===== src/rtl/isw_share_encoder_2d_pkg.sv =====
// Shared constants and types for the 3-share ISW encoder front end.
// Defines the share count, the random-word budget, the FSM states and the word-slot map.
package isw_pkg;

  localparam int NSHARES   = 3;
  localparam int RND_WORDS = 7;
  localparam int CNT_W     = 3;

  typedef enum logic [1:0] {
    IDLE    = 2'd0,
    COLLECT = 2'd1,
    OUT     = 2'd2
  } enc_state_t;

  typedef logic [CNT_W-1:0] cnt_t;

  // Which random word lands in which share / refresh register
  localparam cnt_t IDX_A1  = 3'd0;
  localparam cnt_t IDX_A2  = 3'd1;
  localparam cnt_t IDX_B1  = 3'd2;
  localparam cnt_t IDX_B2  = 3'd3;
  localparam cnt_t IDX_Z01 = 3'd4;
  localparam cnt_t IDX_Z02 = 3'd5;
  localparam cnt_t IDX_Z12 = 3'd6;

endpackage


===== src/rtl/isw_share_encoder_2d.sv =====
// Boolean 3-share masking of operands a, b plus fresh z randomness for the order-2 ISW AND.
// Each share lives in its own register block; plaintext is zeroized as soon as it is masked.
module isw_share_encoder_2d #(
  parameter int WIDTH     = 1,
  parameter int RND_WORDS = 7
) (
  input  logic             clk,
  input  logic             rst,
  input  logic             in_valid,
  output logic             in_ready,
  input  logic [WIDTH-1:0] a,
  input  logic [WIDTH-1:0] b,
  input  logic             rnd_valid,
  output logic             rnd_ready,
  input  logic [WIDTH-1:0] rnd,
  output logic             out_valid,
  input  logic             out_ready,
  output logic [WIDTH-1:0] a0,
  output logic [WIDTH-1:0] a1,
  output logic [WIDTH-1:0] a2,
  output logic [WIDTH-1:0] b0,
  output logic [WIDTH-1:0] b1,
  output logic [WIDTH-1:0] b2,
  output logic [WIDTH-1:0] z01,
  output logic [WIDTH-1:0] z02,
  output logic [WIDTH-1:0] z12
);
  import isw_pkg::*;

  localparam int   NZ       = NSHARES * (NSHARES - 1) / 2;
  localparam cnt_t CNT_LAST = cnt_t'(RND_WORDS - 1);

  enc_state_t       state_reg;
  cnt_t             cnt_reg;
  logic             in_ready_reg;
  logic             rnd_ready_reg;
  logic             out_valid_reg;
  logic [WIDTH-1:0] a_q_reg;
  logic [WIDTH-1:0] b_q_reg;
  logic [WIDTH-1:0] a0_reg, a1_reg, a2_reg;
  logic [WIDTH-1:0] b0_reg, b1_reg, b2_reg;
  logic [WIDTH-1:0] z_reg [NZ];

  logic take_in, take_rnd, release_out;
  logic ld_a1, ld_a2, ld_b1, ld_b2;

  assign take_in     = (state_reg == IDLE) && in_valid && in_ready_reg;
  assign take_rnd    = (state_reg == COLLECT) && rnd_valid && rnd_ready_reg;
  assign release_out = (state_reg == OUT) && out_ready;

  assign ld_a1 = take_rnd && (cnt_reg == IDX_A1);
  assign ld_a2 = take_rnd && (cnt_reg == IDX_A2);
  assign ld_b1 = take_rnd && (cnt_reg == IDX_B1);
  assign ld_b2 = take_rnd && (cnt_reg == IDX_B2);

  // Control FSM; rnd_ready is armed one cycle after entry so it stays a pure register output
  always_ff @(posedge clk) begin
    if (rst) begin
      state_reg     <= IDLE;
      cnt_reg       <= '0;
      in_ready_reg  <= 1'b1;
      rnd_ready_reg <= 1'b0;
      out_valid_reg <= 1'b0;
    end else begin
      case (state_reg)
        IDLE: begin
          if (take_in) begin
            state_reg    <= COLLECT;
            cnt_reg      <= '0;
            in_ready_reg <= 1'b0;
          end
        end
        COLLECT: begin
          if (!rnd_ready_reg) begin
            rnd_ready_reg <= 1'b1;
          end else if (take_rnd) begin
            if (cnt_reg == CNT_LAST) begin
              state_reg     <= OUT;
              rnd_ready_reg <= 1'b0;
              out_valid_reg <= 1'b1;
            end else begin
              cnt_reg <= cnt_reg + cnt_t'(1);
            end
          end
        end
        OUT: begin
          if (out_ready) begin
            state_reg     <= IDLE;
            cnt_reg       <= '0;
            out_valid_reg <= 1'b0;
            in_ready_reg  <= 1'b1;
          end
        end
        default: begin
          state_reg     <= IDLE;
          cnt_reg       <= '0;
          in_ready_reg  <= 1'b1;
          rnd_ready_reg <= 1'b0;
          out_valid_reg <= 1'b0;
        end
      endcase
    end
  end

  always_ff @(posedge clk) begin
    if (rst)         a_q_reg <= '0;
    else if (take_in) a_q_reg <= a;
    else if (ld_a2)   a_q_reg <= '0;
  end

  always_ff @(posedge clk) begin
    if (rst)          b_q_reg <= '0;
    else if (take_in) b_q_reg <= b;
    else if (ld_b2)   b_q_reg <= '0;
  end

  // a0 absorbs one random word per step so no XOR ever sees two fresh words at once
  always_ff @(posedge clk) begin
    if (rst || release_out) a0_reg <= '0;
    else if (ld_a1)         a0_reg <= a_q_reg ^ rnd;
    else if (ld_a2)         a0_reg <= a0_reg ^ rnd;
  end

  always_ff @(posedge clk) begin
    if (rst || release_out) a1_reg <= '0;
    else if (ld_a1)         a1_reg <= rnd;
  end

  always_ff @(posedge clk) begin
    if (rst || release_out) a2_reg <= '0;
    else if (ld_a2)         a2_reg <= rnd;
  end

  always_ff @(posedge clk) begin
    if (rst || release_out) b0_reg <= '0;
    else if (ld_b1)         b0_reg <= b_q_reg ^ rnd;
    else if (ld_b2)         b0_reg <= b0_reg ^ rnd;
  end

  always_ff @(posedge clk) begin
    if (rst || release_out) b1_reg <= '0;
    else if (ld_b1)         b1_reg <= rnd;
  end

  always_ff @(posedge clk) begin
    if (rst || release_out) b2_reg <= '0;
    else if (ld_b2)         b2_reg <= rnd;
  end

  for (genvar gi = 0; gi < NZ; gi++) begin : g_z
    always_ff @(posedge clk) begin
      if (rst || release_out)                                z_reg[gi] <= '0;
      else if (take_rnd && (cnt_reg == cnt_t'(IDX_Z01 + gi))) z_reg[gi] <= rnd;
    end
  end

  assign in_ready  = in_ready_reg;
  assign rnd_ready = rnd_ready_reg;
  assign out_valid = out_valid_reg;

  // Partial shares never leave the block while a set is still being built
  assign a0  = {WIDTH{out_valid_reg}} & a0_reg;
  assign a1  = {WIDTH{out_valid_reg}} & a1_reg;
  assign a2  = {WIDTH{out_valid_reg}} & a2_reg;
  assign b0  = {WIDTH{out_valid_reg}} & b0_reg;
  assign b1  = {WIDTH{out_valid_reg}} & b1_reg;
  assign b2  = {WIDTH{out_valid_reg}} & b2_reg;
  assign z01 = {WIDTH{out_valid_reg}} & z_reg[IDX_Z01 - IDX_Z01];
  assign z02 = {WIDTH{out_valid_reg}} & z_reg[IDX_Z02 - IDX_Z01];
  assign z12 = {WIDTH{out_valid_reg}} & z_reg[IDX_Z12 - IDX_Z01];

endmodule


===== config.mk =====
export PLATFORM = sky130hd
export DESIGN_NAME = isw_share_encoder_2d
export DESIGN_NICKNAME = d
export VERILOG_FILES = /design/src/rtl/isw_share_encoder_2d_pkg.sv /design/src/rtl/isw_share_encoder_2d.sv
export SDC_FILE = /design/constraint.sdc
export NUM_CORES = 1
export LEC_CHECK = 0
export CAP_MARGIN = 20
export CORE_UTILIZATION = 30
export CTS_CLUSTER_DIAMETER = 150
export CTS_CLUSTER_SIZE = 40
export DETAILED_ROUTE_END_ITERATION = 8
export PLACE_DENSITY_LB_ADDON = 0.2
export SYNTH_ARGS = -nofsm -noshare
export SYNTH_HDL_FRONTEND = slang
export SYNTH_SLANG_ARGS = --single-unit

===== constraint.sdc =====
create_clock -name clk -period 1.6 [get_ports clk]
set_input_delay 0.32 -clock clk [delete_from_list [all_inputs] [get_ports clk]]
set_output_delay 0.32 -clock clk [all_outputs]
set_load 0.005 [all_outputs]

* Yosys cells after proc, flatten, opt, wreduce, memory -nomap -nowiden
Memories as Yosys holds them, arrays and structs flattened.
Cells that the tools add are included.
** Storage, ports and cells
- Bits in registers :: 16
- Memory bits (writable) :: 3
- Input bits :: 8
- Output and inout bits :: 12
- Memories :: 1
** Cells by class
- Add/subtract/negate cells :: 1
- Equality and inequality tests :: 14
- Multiplexer cells :: 46
- Bitwise gates (word level) :: 18
- Reduce and logical (&&, ||, !) cells :: 24
** Memories
- z_reg :: words 3, width 1, rd ports 3, clocked after Yosys merged registers in 0, wr ports 3, RTL line isw_share_encoder_2d.sv:42 : logic [WIDTH-1:0] z_reg [NZ];
** Operator list (number)
- 1-bit 2-to-1 mux :: 31
- 3-bit 2-to-1 mux :: 5
- 5-bit AND reduction :: 3
- 1-bit logical AND :: 12
- 2-bit 2-to-1 mux :: 5
- 2-bit != test (second input constant) :: 5
- 1-bit AND :: 9
- 3-bit == test (second input constant) :: 3
- 3-bit one-hot mux with 3 select lines :: 1
- 2-bit nonzero test :: 4
- 3-bit by 2-bit == test with 1-bit output (second input constant) :: 2
- 1-bit one-hot mux with 3 select lines :: 2
- 2-bit one-hot mux with 3 select lines :: 1
- 1-bit XOR :: 4
- 3-bit by 1-bit adder with 3-bit output (second input constant) :: 1
- 3-bit by 1-bit == test with 1-bit output (second input constant) :: 1
- 3-bit zero test :: 1
- 1-bit OR :: 3
- 3-bit AND reduction :: 1
- 2-bit by 1-bit == test with 1-bit output (second input constant) :: 1
- 2-bit == test (second input constant) :: 1
- 2-bit zero test :: 1
- 2-bit by 1-bit != test with 1-bit output (second input constant) :: 1
- 1-bit NOT :: 2
- 3 further kinds :: 3

* Depth between registers and ports, before layout
- Depth in word-level cells :: 8
- Gate-level depth with buffers :: 6
- Gate-level depth less buffers :: 6

* Worst setup path before layout
No wires, ideal clock.
- Kind :: reg-to-reg
- Start point :: register cnt_reg[0]
- End point :: register b0_reg
- Setup time :: 0.081 ns
- Arrival :: 1.355 ns
- Data required time :: 1.519 ns
- Path slack :: 0.164 ns
- Cell stages (with the launch flop) :: 7
- Clock period less this slack :: 1.436 ns
- Path through :: dfxtp_1 inv_1 ha_1 nor2b_1 nor4b_2 o21ai_1 a41oi_1
** Between the ends
- Cells in the longest elaborated chain, start to end :: 3
- Elaborated cells between the ends (all ways) :: 6
** Ends and longest elaborated chain
- from (decl) :: RTL line isw_share_encoder_2d.sv:34 : cnt_t cnt_reg;
- from (signal assigned) :: RTL line isw_share_encoder_2d.sv:82 : cnt_reg <= cnt_reg + cnt_t'(1);
- 3-bit by 2-bit == test with 1-bit output, on equally long branches :: RTL line isw_share_encoder_2d.sv:53, isw_share_encoder_2d.sv:54
- 1-bit logical AND, on equally long branches :: RTL line isw_share_encoder_2d.sv:53, isw_share_encoder_2d.sv:54
- 1-bit 2-to-1 mux / 2-bit nonzero test (equally long branches)
- to (signal assigned) :: RTL line isw_share_encoder_2d.sv:136 : else if (ld_b1) b0_reg <= b_q_reg ^ rnd;
- to (signal assigned) :: RTL line isw_share_encoder_2d.sv:137 : else if (ld_b2) b0_reg <= b0_reg ^ rnd;
- to (decl) :: RTL line isw_share_encoder_2d.sv:41 : logic [WIDTH-1:0] b0_reg, b1_reg, b2_reg;
Several ways; a longest one is shown, not always the timed one.
A chain may end at the register's enable or synchronous reset.

* Worst setup path in the final report
- Start point :: register rnd_ready_reg, in the netlist rnd_ready
- End point :: output rnd_ready
** RTL lines
- from (decl) :: RTL line isw_share_encoder_2d.sv:36 : logic rnd_ready_reg;
- from (signal assigned) :: RTL line isw_share_encoder_2d.sv:62 : rnd_ready_reg <= 1'b0;
- from (signal assigned) :: RTL line isw_share_encoder_2d.sv:75 : rnd_ready_reg <= 1'b1;
- from (signal assigned) :: RTL line isw_share_encoder_2d.sv:79 : rnd_ready_reg <= 1'b0;
- to (decl) :: RTL line isw_share_encoder_2d.sv:14 : output logic rnd_ready,
No word-level cell between the ends.

==> Flow_metrics.wiki <==
{| class="wikitable"
! Metric !! Value
|-
| Total grt overflow || 0
|-
| Buffers added on ports || 19
|-
| Antenna cell count || 0
|-
| Wire length of the first global-routing pass || roughly 3.9 mm
|-
| Area of the mapped netlist || 0.001072 sq mm
|-
| Hold Path Sink || b2_reg$_SDFFE_PP0P_
|-
| Worst stage delay on the critical path || 510 ps
|-
| Horizontal die dimension || just over 60 microns
|-
| Part of the total power dissipated in sequential elements || 0.538
|-
| Clock tree from TritonCTS || yes
|-
| Worst Path Required || 1280 ps
|-
| Yosys warns || 0
|-
| ANT nets after route || 0
|-
| Routed vias/inst || 4.869
|-
| WS Path Type || flop to primary output
|-
| Wire length reported by the detailed router || 2.475 mm
|-
| Most common cell after layout, fill and taps aside || sky130_fd_sc_hd__nand2_1
|-
| Cell breakdown of the critical path || clkdlybuf4s50_1
|-
| Class of the tightest hold or removal check || flop to flop
|-
| Share of synthesized area occupied by flip-flops and latches || 0.3827
|-
| Hold bufs inserted after CTS || 0
|-
| Depth of the worst register-to-register path || 6
|-
| Power spent charging and discharging nets || 284.2 uW
|-
| Cell count after placement || 192
|-
| Placer's final routability congestion estimate || between 0.7 and 0.8
|-
| Antenna violations before repair || 0
|-
| R2r setup slk || 110 ps
|-
| Standard cell area after detailed placement || 0.001376 sq mm
|-
| Unrepaired setup endpoints after global routing || no
|-
| Power density relative to cell area || roughly 700 mW/mm^2
|-
| Worst hold start || b2_reg$_SDFFE_PP0P_
|-
| Critical path buffer and inverter count || 1
|-
| Vertical extent of the die || 61.79 microns
|-
| Count of max-cap constraint violations || 0
|-
| Number of sinks handled by clock tree synthesis || 19
|-
| Final number of setup-violating endpoints || 0
|-
| Clock period minus final worst setup slack || 1524 ps
|-
| Worst Setup End Kind || primary output
|-
| Number of H-tree levels || 1
|-
| Buffer type at the clock tree root || sky130_fd_sc_hd__clkbuf_4
|-
| Maximum number of pins on one net before global-route repair || 12
|-
| Routed length per instance || 12.50 microns
|-
| Detailed-routing iteration count for the pre-antenna-repair pass || 4
|-
| Startpoint of the most critical register-to-register path || cnt_reg[0]$_SDFFE_PP0P_
|-
| Share of cells above drive strength 1 || 0.1842
|-
| Peak Freq || 656.4 MHz
|-
| VDD IR-drop max || 235.3 uV
|-
| Number of buffers inserted during clock tree synthesis || 3
|-
| Dominant delay contributor by cell family on the critical path || buffers and inverters
|-
| Worst setup skew after layout || 1.038 ps
|-
| Combinational group share of total power || 0.208
|-
| Final cell area excluding filler cells || about 0.0014 sq mm
|-
| Number of global-route vias before repair || 865
|-
| Routed vias || 964
|-
| Slew @ Worst Pin || roughly 330 ps
|-
| Portion of total power attributed to the clock network || 0.254
|-
| CP arrival || 1200 ps
|-
| Non-filler instance count after layout || 198
|-
| Count of boundary I/O pins || 20
|-
| Final count of pins violating max slew || 0
|-
| Remaining DRCs || 0
|-
| Number of buffers on the longest clock path || 2
|-
| HPWL after detailed placement || 1.788 mm
|-
| 1st-iter DRT viols || 31
|-
| Int Power || ~730 uW
|-
| Area added between synthesis and finish || 34.89%
|-
| CORE AREA || roughly 0.0034 sq mm
|-
| Initial Utilization || 0.3164
|-
| Type of origin of the critical path || flop
|-
| Core Util, Final || 0.4267
|-
| Critical Path Source || rnd_ready$_SDFFE_PP0N_
|-
| Number of nets at the end of the flow || between 150 and 200
|-
| Normalized max-slew margin || 0.7805
|-
| Top cell type's share of synthesized area || 0.2987
|-
| Post-synthesis sequential element count || 19
|-
| Critical R2R Capture || b0_reg$_SDFFE_PP0P_
|-
| Switching fraction of total power || 0.2795
|-
| Worst hold path stage count || 2
|-
| Status || completed
|-
| Gr usage total || 0.1417
|-
| Commonest non-fill, non-tap cells in the layout || sky130_fd_sc_hd__nand2_1 (13), sky130_fd_sc_hd__and2_1 (12), sky130_fd_sc_hd__buf_4 (12)
|-
| Max stage delay cell, worst path || sky130_fd_sc_hd__clkdlybuf4s50_1
|-
| Post-route fraction of the period consumed by the critical path || 0.9522
|-
| Clock insertion delay at the later pin of the skew report || roughly 300 ps
|-
| Number of distinct library cells after synthesis || 38
|-
| Site row count || 21
|-
| Leakage dissipation || 0.7115 nW
|-
| Fill count || 353
|-
| Total count of hold-check failures in the final report || 0
|-
| Syn Area/Cell || between 8 and 9 sq um
|-
| Maximum fanout along the worst path || 6
|-
| Top cells by area, synth || sky130_fd_sc_hd__dfxtp_1 (30%), sky130_fd_sc_hd__edfxtp_1 (8.4%), sky130_fd_sc_hd__and2_1 (7.0%), sky130_fd_sc_hd__ha_1 (5.8%), sky130_fd_sc_hd__nand2_1 (4.6%)
|-
| Clock-pin slew on the worst setup and hold paths || 120 ps
|-
| Post-synth net total || 133
|-
| Area of the die || roughly 0.0038 sq mm
|-
| Number of cells produced by synthesis || 120
|-
| Cell taking the most area after synthesis || sky130_fd_sc_hd__dfxtp_1
|}
==> synthesized netlist by cell type <==
library cell	n
sky130_fd_sc_hd__dfxtp_1	16
sky130_fd_sc_hd__nand2_1	13
sky130_fd_sc_hd__and2_1	12
sky130_fd_sc_hd__nor2_1	11
sky130_fd_sc_hd__a21oi_1	7
sky130_fd_sc_hd__ha_1	5
sky130_fd_sc_hd__nand3_1	5
sky130_fd_sc_hd__mux2i_1	4
sky130_fd_sc_hd__nand3b_1	4
sky130_fd_sc_hd__nor3_1	4
sky130_fd_sc_hd__a21o_1	3
sky130_fd_sc_hd__edfxtp_1	3
sky130_fd_sc_hd__inv_1	3
sky130_fd_sc_hd__clkbuf_1	2
sky130_fd_sc_hd__nand2b_1	2
sky130_fd_sc_hd__nand4b_1	2
sky130_fd_sc_hd__nor3b_1	2
sky130_fd_sc_hd__o21ai_0	2
sky130_fd_sc_hd__a22o_1	1
sky130_fd_sc_hd__a311oi_1	1
sky130_fd_sc_hd__a31oi_1	1
sky130_fd_sc_hd__a41oi_1	1
sky130_fd_sc_hd__and3_4	1
sky130_fd_sc_hd__and4b_1	1
sky130_fd_sc_hd__and4bb_4	1
sky130_fd_sc_hd__buf_4	1
sky130_fd_sc_hd__buf_6	1
sky130_fd_sc_hd__nand4_1	1
sky130_fd_sc_hd__nor2b_1	1
sky130_fd_sc_hd__nor3b_2	1
sky130_fd_sc_hd__nor4b_2	1
sky130_fd_sc_hd__o21a_1	1
sky130_fd_sc_hd__o21ai_1	1
sky130_fd_sc_hd__o21ba_1	1
sky130_fd_sc_hd__o21bai_1	1
sky130_fd_sc_hd__o21bai_2	1
sky130_fd_sc_hd__o22a_1	1
sky130_fd_sc_hd__or2_4	1
==> per-layer routing <==
| layer | up-vias | track usage | part of all wire |
|---|---|---|---|
| met4 | 0 | 0.04762 | 0.0077 |
| met3 | 2 | 0.02484 | 0.032 |
| met2 | 20 | 0.2488 | 0.47 |
| met5 | - | 0 | 0 |
| li1 | 488 | - | - |
| met1 | 454 | 0.1749 | 0.49 |
==> power by group through the flow <==
stage                     logic [mW]  registers [mW]  clock network [mW]
final                          0.212           0.547               0.258
after global routing           0.234           0.553               0.288
after CTS                      0.196           0.551               0.265
after detailed placement       0.196           0.562                   0
after global placement         0.195           0.560                   0
after floorplan                0.119           0.545                   0
==> stage by stage <==
step | TNS [ps] | hold slack, ps | total power [mW] | setup WS [ps]
floorplan | 0 | 431.7 | 0.6641 | 164.0
global placement | -1644 | 441.7 | 0.7558 | -137.1
detailed placement | -2263 | 460.0 | 0.7580 | -202.4
CTS | -477.2 | 476.8 | 1.011 | -86.31
global route | 0 | 504.3 | 1.075 | 14.74
finish | 0 | 471.4 | 1.017 | 76.46
==> worst max-delay path by stage <==
stage                                endpoint  cells past startpoint
after floorplan           b0_reg$_SDFFE_PP0P_                      6
after global placement    b0_reg$_SDFFE_PP0P_                      6
after detailed placement  b0_reg$_SDFFE_PP0P_                      6
after CTS                                  a0                      2
after global routing      b0_reg$_SDFFE_PP0P_                      6
final                               rnd_ready                      1
==> final cells by class <==
type                            count  area, sq um  share of cell area
Inverter                            3        11.26            0.007785
Tap cell                           46        57.56             0.03979
Sequential cell                    19        419.2              0.2898
Multi-Input combinational cell     94        626.9              0.4334
Timing Repair Buffer               32        305.3              0.2111
Clock buffer                        4        26.28             0.01817
==> logic make-up after synthesis <==
kind of cell | synth area share
AND/OR/NAND/NOR | 0.3466
AO/OA/AOI/OAI | 0.1400
multiplexers | 0.03734
flip-flops | 0.3827
buffers and inverters | 0.03501
adder cells (fa/ha/maj) | 0.05834
==> timing repair <==
item | CTS | global route
setup buffers | 0 | 2
resized for setup | 5 | 15
pin swaps | 0 | 0
endpoints found under the setup margin | 10 | 14
Power figures use the tool's default switching activity.
